$ cat config.mk
export PLATFORM = sky130hd
export DESIGN_NAME = sysbus_mem_if
export DESIGN_NICKNAME = d
export VERILOG_FILES = /design/src/rtl/sysbus_mem_if_pkg.sv /design/src/rtl/sysbus_mem_if_wait_counter.sv /design/src/rtl/sysbus_mem_if.sv
export SDC_FILE = /design/constraint.sdc
export NUM_CORES = 1
export LEC_CHECK = 0
export CORE_ASPECT_RATIO = 1.5
export CORE_MARGIN = 3
export CORE_UTILIZATION = 39
export DETAILED_ROUTE_END_ITERATION = 10
export PLACE_DENSITY = 0.76
export SLEW_MARGIN = 20
export SYNTH_ARGS = -nofsm -noshare
export SYNTH_HDL_FRONTEND = slang
export SYNTH_SLANG_ARGS = --single-unit
export TNS_END_PERCENT = 30
$ cat constraint.sdc
create_clock -name Clock -period 1.65 [get_ports Clock]
set_input_delay 0.33 -clock Clock [delete_from_list [all_inputs] [get_ports Clock]]
set_output_delay 0.33 -clock Clock [all_outputs]
set_load 0.02 [all_outputs]
$ cat src/rtl/sysbus_mem_if_pkg.sv
// Shared types for the SysBus memory interface: FSM state encoding and wait-counter width.
package sysbus_types;

    typedef enum logic [2:0] {
        IDLE  = 3'd0,
        WDATA = 3'd1,
        READ  = 3'd2,
        WRITE = 3'd3,
        DONE  = 3'd4
    } mem_state_t;

    localparam int WAIT_W = 4;

endpackage

$ cat src/rtl/sysbus_mem_if_wait_counter.sv
// Loadable down-counter that saturates at zero; used for wait states and the optional timeout.
module wait_counter #(
    parameter int W = 4
) (
    input  logic         clk_i,
    input  logic         rst_i,
    input  logic         load_i,
    input  logic [W-1:0] load_val_i,
    input  logic         dec_i,
    output logic         zero_o
);

    logic [W-1:0] count_q;
    logic [W-1:0] count_d;

    always_comb begin
        count_d = count_q;
        if (load_i) begin
            count_d = load_val_i;
        end else if (dec_i && (count_q != '0)) begin
            count_d = count_q - 1'b1;
        end
    end

    always_ff @(posedge clk_i) begin
        if (rst_i) begin
            count_q <= '0;
        end else begin
            count_q <= count_d;
        end
    end

    assign zero_o = (count_q == '0);

endmodule

$ cat src/rtl/sysbus_mem_if.sv
// SysBus-to-memory bridge: captures address/data, runs a wait-stated MemReady handshake, returns read data.
// Optional abort on a stalled MemReady is enabled by defining SYSBUS_TIMEOUT_EN.
module sysbus_mem_if
    import sysbus_types::*;
#(
    parameter int WAIT_STATES = 2,
    parameter int TIMEOUT     = 64
) (
    input  logic        Clock,
    input  logic        Reset,
    input  logic [15:0] SysBus,
    input  logic        ReqRead,
    input  logic        ReqWrite,
    output logic [15:0] RdData,
    output logic        Busy,
    output logic        Done,
    output logic        BusErr,
    output logic [15:0] MemAddr,
    output logic [15:0] MemWData,
    output logic        MemRd,
    output logic        MemWr,
    input  logic [15:0] MemRData,
    input  logic        MemReady,
    output mem_state_t  DbgState
);

    if (WAIT_STATES < 0 || WAIT_STATES > 15 || TIMEOUT < 1) begin : g_bad_params
        $error("sysbus_mem_if: WAIT_STATES must be 0..15 and TIMEOUT >= 1");
    end

    mem_state_t  state_q,    state_d;
    logic [15:0] rd_data_q,  rd_data_d;
    logic [15:0] mem_addr_q, mem_addr_d;
    logic [15:0] mem_wdata_q, mem_wdata_d;
    logic        mem_rd_q,   mem_rd_d;
    logic        mem_wr_q,   mem_wr_d;
    logic        done_q,     done_d;

    logic wait_load;
    logic wait_dec;
    logic wait_zero;

    wait_counter #(
        .W (WAIT_W)
    ) u_wait_cnt (
        .clk_i      (Clock),
        .rst_i      (Reset),
        .load_i     (wait_load),
        .load_val_i (WAIT_W'(WAIT_STATES)),
        .dec_i      (wait_dec),
        .zero_o     (wait_zero)
    );

`ifdef SYSBUS_TIMEOUT_EN
    localparam int TO_W = (TIMEOUT > 1) ? $clog2(TIMEOUT) : 1;

    logic bus_err_q, bus_err_d;
    logic to_dec;
    logic to_zero;

    // Loaded alongside the wait counter; only counts once wait states are spent and MemReady is low.
    wait_counter #(
        .W (TO_W)
    ) u_timeout_cnt (
        .clk_i      (Clock),
        .rst_i      (Reset),
        .load_i     (wait_load),
        .load_val_i (TO_W'(TIMEOUT - 1)),
        .dec_i      (to_dec),
        .zero_o     (to_zero)
    );
`endif

    always_comb begin
        state_d     = state_q;
        rd_data_d   = rd_data_q;
        mem_addr_d  = mem_addr_q;
        mem_wdata_d = mem_wdata_q;
        wait_load   = 1'b0;
        wait_dec    = 1'b0;
`ifdef SYSBUS_TIMEOUT_EN
        bus_err_d   = bus_err_q;
        to_dec      = 1'b0;
`endif
        case (state_q)
            IDLE: begin
                // Read has priority when both strobes arrive together.
                if (ReqRead) begin
                    mem_addr_d = SysBus;
                    wait_load  = 1'b1;
                    state_d    = READ;
                end else if (ReqWrite) begin
                    mem_addr_d = SysBus;
                    state_d    = WDATA;
                end
            end
            WDATA: begin
                mem_wdata_d = SysBus;
                wait_load   = 1'b1;
                state_d     = WRITE;
            end
            READ, WRITE: begin
                if (!wait_zero) begin
                    wait_dec = 1'b1;
                end else if (MemReady) begin
                    if (state_q == READ) begin
                        rd_data_d = MemRData;
                    end
                    state_d = DONE;
`ifdef SYSBUS_TIMEOUT_EN
                end else if (to_zero) begin
                    bus_err_d = 1'b1;
                    state_d   = DONE;
                end else begin
                    to_dec = 1'b1;
`endif
                end
            end
            DONE: begin
                state_d = IDLE;
            end
            default: begin
                state_d = IDLE;
            end
        endcase

        // Strobes and Done are registered from the next state so they align with it.
        mem_rd_d = (state_d == READ);
        mem_wr_d = (state_d == WRITE);
        done_d   = (state_d == DONE);
    end

    always_ff @(posedge Clock) begin
        if (Reset) begin
            state_q     <= IDLE;
            rd_data_q   <= '0;
            mem_addr_q  <= '0;
            mem_wdata_q <= '0;
            mem_rd_q    <= 1'b0;
            mem_wr_q    <= 1'b0;
            done_q      <= 1'b0;
        end else begin
            state_q     <= state_d;
            rd_data_q   <= rd_data_d;
            mem_addr_q  <= mem_addr_d;
            mem_wdata_q <= mem_wdata_d;
            mem_rd_q    <= mem_rd_d;
            mem_wr_q    <= mem_wr_d;
            done_q      <= done_d;
        end
    end

`ifdef SYSBUS_TIMEOUT_EN
    always_ff @(posedge Clock) begin
        if (Reset) begin
            bus_err_q <= 1'b0;
        end else begin
            bus_err_q <= bus_err_d;
        end
    end

    assign BusErr = bus_err_q;
`else
    assign BusErr = 1'b0;
`endif

    assign RdData   = rd_data_q;
    assign MemAddr  = mem_addr_q;
    assign MemWData = mem_wdata_q;
    assign MemRd    = mem_rd_q;
    assign MemWr    = mem_wr_q;
    assign Done     = done_q;
    assign Busy     = (state_q != IDLE);
    assign DbgState = state_q;

endmodule

# [Word level (Yosys, flattened, before mapping)]
# Cells that the tools add are included.
[op_classes] mux=13 eq_ne=6 n_addsub=1 n_reduce_logical=11
[op_table] op="2-to-1 mux 16 bit" n=2
[op_table] op="== test 3 x 2 -> 1 bit (second input constant)" n=4
[op_table] op="2-to-1 mux 3 bit" n=4
[op_table] op="one-hot mux 3 bit (3 select lines)" n=1
[op_table] op="logical NOT 4 bit" n=1
[op_table] op="2-to-1 mux 2 bit" n=2
[op_table] op="AND reduction 4 bit" n=1
[op_table] op="nonzero test 2 bit" n=2
[op_table] op="nonzero test 4 bit" n=1
[op_table] op="OR reduction 2 bit" n=2
[op_table] op="subtractor 4 x 1 -> 4 bit (second input constant)" n=1
[op_table] op="== test 3 x 1 -> 1 bit (second input constant)" n=1
[op_table] op="== test 3 bit (second input constant)" n=1
[op_table] op="logical NOT 3 bit" n=1
[op_table] op="2-to-1 mux 1 bit" n=3
[op_table] op="nonzero test 3 bit" n=1
[op_table] op="one-hot mux 1 bit (2 select lines)" n=1
[op_table] op="AND reduction 2 bit" n=1
[op_table] op="logical AND 1 bit" n=1
[totals] wordCells=40 inputBits=37 ff_bits=58

# [Longest topological paths before layout]
[depth] word_depth=6 ltp_mapped=6

# [Modules after synthesis]
# From an unflattened synthesis, not the netlist that was laid out.
[unflattened] cells_unflattened=270 hier_area_um2=2558.7
[by_module_without_submodules] mod="sysbus_mem_if" cells_each=241 seq_area_each_um2=1081.0 n_inst=1 area_per_inst_um2=2296.0
[by_module_without_submodules] mod="wait_counter" cells_each=29 seq_area_each_um2=80.1 n_inst=1 area_per_inst_um2=262.8

# [Least setup slack after synthesis]
# OpenSTA, ideal clock, no wires.
[synth_path] path_type="flip-flop to flip-flop" from="register state_q[1] (netlist: DbgState[1])" to="register rd_data_q[10] (netlist: RdData[10])" setup_slack_ns=0.031 path_buffers=3 setup_ns=0.072 t_arrival_ns=1.548 stages_incl_launch_ff=7 path_cell_list="dfxtp_1 buf_4 nand2b_4 buf_6 nor3_4 buf_12 mux2i_1"
[synth_via] elab_chain_len=3 word_cells_on_any_way=4
[synth_lines] element="start: declaration" line_no="sysbus_mem_if.sv:31" rtl="mem_state_t state_q, state_d;"
[synth_lines] element="start signal: assignment" line_no="sysbus_mem_if.sv:143" rtl="state_q <= state_d;"
[synth_lines] element="== test 3 x 2 -> 1 bit (on tied branches)" line_no="sysbus_mem_if.sv:85, sysbus_mem_if.sv:106"
[synth_lines] element="OR reduction 2 bit" line_no="sysbus_mem_if.sv:85" rtl="case (state_q)"
[synth_lines] element="AND reduction 4 bit (no source line) *"
[synth_lines] element="end signal: assignment" line_no="sysbus_mem_if.sv:144" rtl="rd_data_q <= rd_data_d;"
[synth_lines] element="end: declaration" line_no="sysbus_mem_if.sv:32" rtl="logic [15:0] rd_data_q, rd_data_d;"
# Mark *: on every way between the ends. The rest lies on a longest branch, timed or not.
# A chain may end at the register's enable or synchronous reset.

# [Worst setup path after layout]
[layout_path] from="register state_q[1] (netlist: DbgState[1])" to="output port Busy"
[layout_via] elab_chain_len=1
[layout_lines] element="nonzero test 3 bit" line_no="sysbus_mem_if.sv:173" rtl="assign Busy = (state_q != IDLE);"
[layout_lines] element="end: declaration" line_no="sysbus_mem_if.sv:15" rtl="output logic Busy,"
# No other way between the ends.

==> run_results.csv <==
group,metric,value,unit
timing,hold-worst-slack,0.4531,ns
final_layout,instances_no_fill,437,
timing,fin_skew,0.004418,ns
logic_synthesis,synth-main-ff-cell,"dfxtp_1",
logic_synthesis,yosysTopAreaCellShare,50.11,%
logic_synthesis,synth.most_common_cell,"nand2_1",
logic_synthesis,synth_warnings,0,
clocking,clkLatencyLatePin,0.33,ns
clocking,max-clock-path-buffers,2,
route,avgRoutedWirePerCell,13.92,microns
logic_synthesis,synth_commonest_cells,"nand2_1 (65), dfxtp_1 (58), a21oi_1 (35)",
clocking,cts_tree,"done",
timing,setup_violations,0,
logic_synthesis,synth_seq_cells,58,
timing,max_freq,0.6218,GHz
final_layout,drive_gt1_share,10.35,%
final_layout,nets,403,
floorplan,placementRows,33,
floorplan,die_y,100.4,microns
grt,grt_pass1_wl,9618,microns
min_path,hp-start,"MemWData[5]",
clocking,cts_sinks,58,
worst_setup_path,critical_path.max_fanout,4,
final_layout,fin_area,3542,sq um
route,first_iter_violations,155,
clocking,postCtsHoldBufs,0,
place,gp_congestion,0.7517,
place,place_ws,-0.2720,ns
clocking,path_clk_slew,0.06,ns
worst_setup_path,worstSetupStartpointType,"flop",
route,wl,6082,microns
status,status,"finished, final reports clean",
timing,period_minus_slack,1.608,ns
clocking,root_buffer,"clkbuf_8",
timing,tns,0,ns
final_layout,final_util,63.08,%
place,dpl.hpwl,4424,microns
floorplan,core,5615,sq um
timing,timing.final.ws_setup,0.04178,ns
floorplan,ios,93,
worst_setup_path,cp_data_arrival_time,1.28,ns
pwr,power.leakage,1.470,nW
grt,antenna_found_initial,0,
worst_setup_path,path_class,"reg -> out",
logic_synthesis,synth_area_leaders,"dfxtp_1 (50%), nand2_1 (11%), a21oi_1 (7.6%)",
place,portBuffers,91,
job,cap_violations,0,
logic_synthesis,synth_top_cell_by_area,"dfxtp_1",
grt,first_global_vias,2087,
pwr,fin_total_pwr,3.770,mW
final_layout,diodes,0,
place,placedCellCount,423,
timing,hold_viol,0,
timing,worst_pin_slew,0.5959,ns
final_layout,nFillCells,514,
route,firstDrtPassIters,4,
clocking,numCtsBuffers,9,
logic_synthesis,synthArstFlopShare,0,%
worst_setup_path,required,1.32,ns
logic_synthesis,syn-cell-area,2317,sq um
timing,grt_setup_unrepaired,"yes",
floorplan,die-area,6921,sq um
final_layout,areaGrowthSynthToFinish,52.86,%
route,avgViaCountPerCell,4.963,
worst_setup_path,rr_startpoint,"u_wait_cnt.count_q[0]",
logic_synthesis,synth_edf_count,0,
grt,grt_use_total,18.28,%
timing,finalMaxSlewViolations,0,
route,drc_errors,0,
logic_synthesis,syn_area_per_cell,8.614,sq um
worst_setup_path,crit_path_start,"DbgState[1]",
timing,slew_headroom,60.23,%
worst_setup_path,crit_path_end_kind,"primary output",
worst_setup_path,rrSetupSlack,0.12,ns
grt,grt_overflow,0,
min_path,hp-class,"reg -> reg",
logic_synthesis,synthCells,269,
pwr,vdd_drop_max,0.6518,mV
floorplan,die_x,68.94,microns
clocking,htreeDepth,3,
route,num_vias,2169,
logic_synthesis,seq_area_frac_synth,50.11,%
pwr,powerDensity,1064,nW/um^2
place,place_area,3323,sq um
logic_synthesis,synth_nets,308,
logic_synthesis,yosysUniqueCellTypes,36,
route,final_antenna_net_count,0,
grt,grt_max_degree,37,
timing,period_share,97.47,%
floorplan,start_util,41.27,%
layout by cell type, fill, tap and decap left out, drive strengths merged, types with 2 or more instances in the layout:
master / Yosys / routed
dlymetal6s2s: 0 / 10
o21ai: 19 / 19
dfxtp: 58 / 58
nor2: 6 / 6
ha: 2 / 2
mux2i: 16 / 16
clkdlybuf4s50: 0 / 77
nor3b: 2 / 2
or3: 2 / 2
nand3: 16 / 16
clkbuf: 13 / 11
buf: 8 / 14
nand2b: 2 / 2
a21oi: 35 / 35
or4: 2 / 2
nor3: 6 / 6
clkinv: 0 / 2
inv: 6 / 6
nand2: 65 / 65
dlygate4sd2: 0 / 4
sequential cells by signal, indices dropped and copies added, names as in the netlist:
register            count
Done                    1
u_wait_cnt.count_q      4
RdData                 16
MemAddr                16
MemWData               16
MemWr                   1
MemRd                   1
DbgState                3
worst paths after layout:
kind                                end  cells after the start
setup / recovery                   Busy                      3
hold / removal              MemWData[5]                      2
setup reg to reg  u_wait_cnt.count_q[3]                      5
hold reg to reg             MemWData[5]                      2
kinds of logic after synthesis:
| group | count (synthesis) | synth area share, % |
|---|---|---|
| flip-flops | 58 | 50.11 |
| AO/OA/AOI/OAI | 60 | 13.88 |
| buffers and inverters | 27 | 6.263 |
| adder cells (fa/ha/maj) | 2 | 1.080 |
| other | 1 | 0.1618 |
| AND/OR/NAND/NOR | 105 | 21.60 |
| multiplexers | 16 | 6.911 |
repair_timing:
item                                    in CTS  in global routing
endpoints found under the setup margin       4                 33
setup buffers                                0                  0
gates resized for setup                      4                 12
pin swaps                                    0                  1
metal layers:
metal / GRT usage, % / wire [microns]
met1: 21.19 / 2380
met2: 29.49 / 2998
met3: 7.615 / 647
met4: 6.757 / 55
met5: 0 / 0
critical path: stages, from the launching register on:
cell and delay (ns):
dfxtp_1 0.36, nor3_4 0.21, inv_2 0.05, dlygate4sd2_1 0.32
where the power goes:
part | internal [mW] | total [mW] | leakage, nW | switching, mW
sequential | 1.51 | 1.58 | 0.473 | 0.0615
clock | 0.757 | 1.28 | 0.101 | 0.521
combinational | 0.435 | 0.916 | 0.895 | 0.481
total | 2.71 | 3.77 | 1.47 | 1.06
final cells by class:
type	instances	area, sq um	area share [%]
repair buffers	105	1061	29.95
well taps	70	87.58	2.473
inverters	6	22.52	0.6358
multi-input cells	184	1018	28.75
clock buffers	11	151.4	4.274
clock inverters	3	40.04	1.130
flip-flops and latches	58	1161	32.78
No activity file was read; power rests on OpenSTA's default activity.
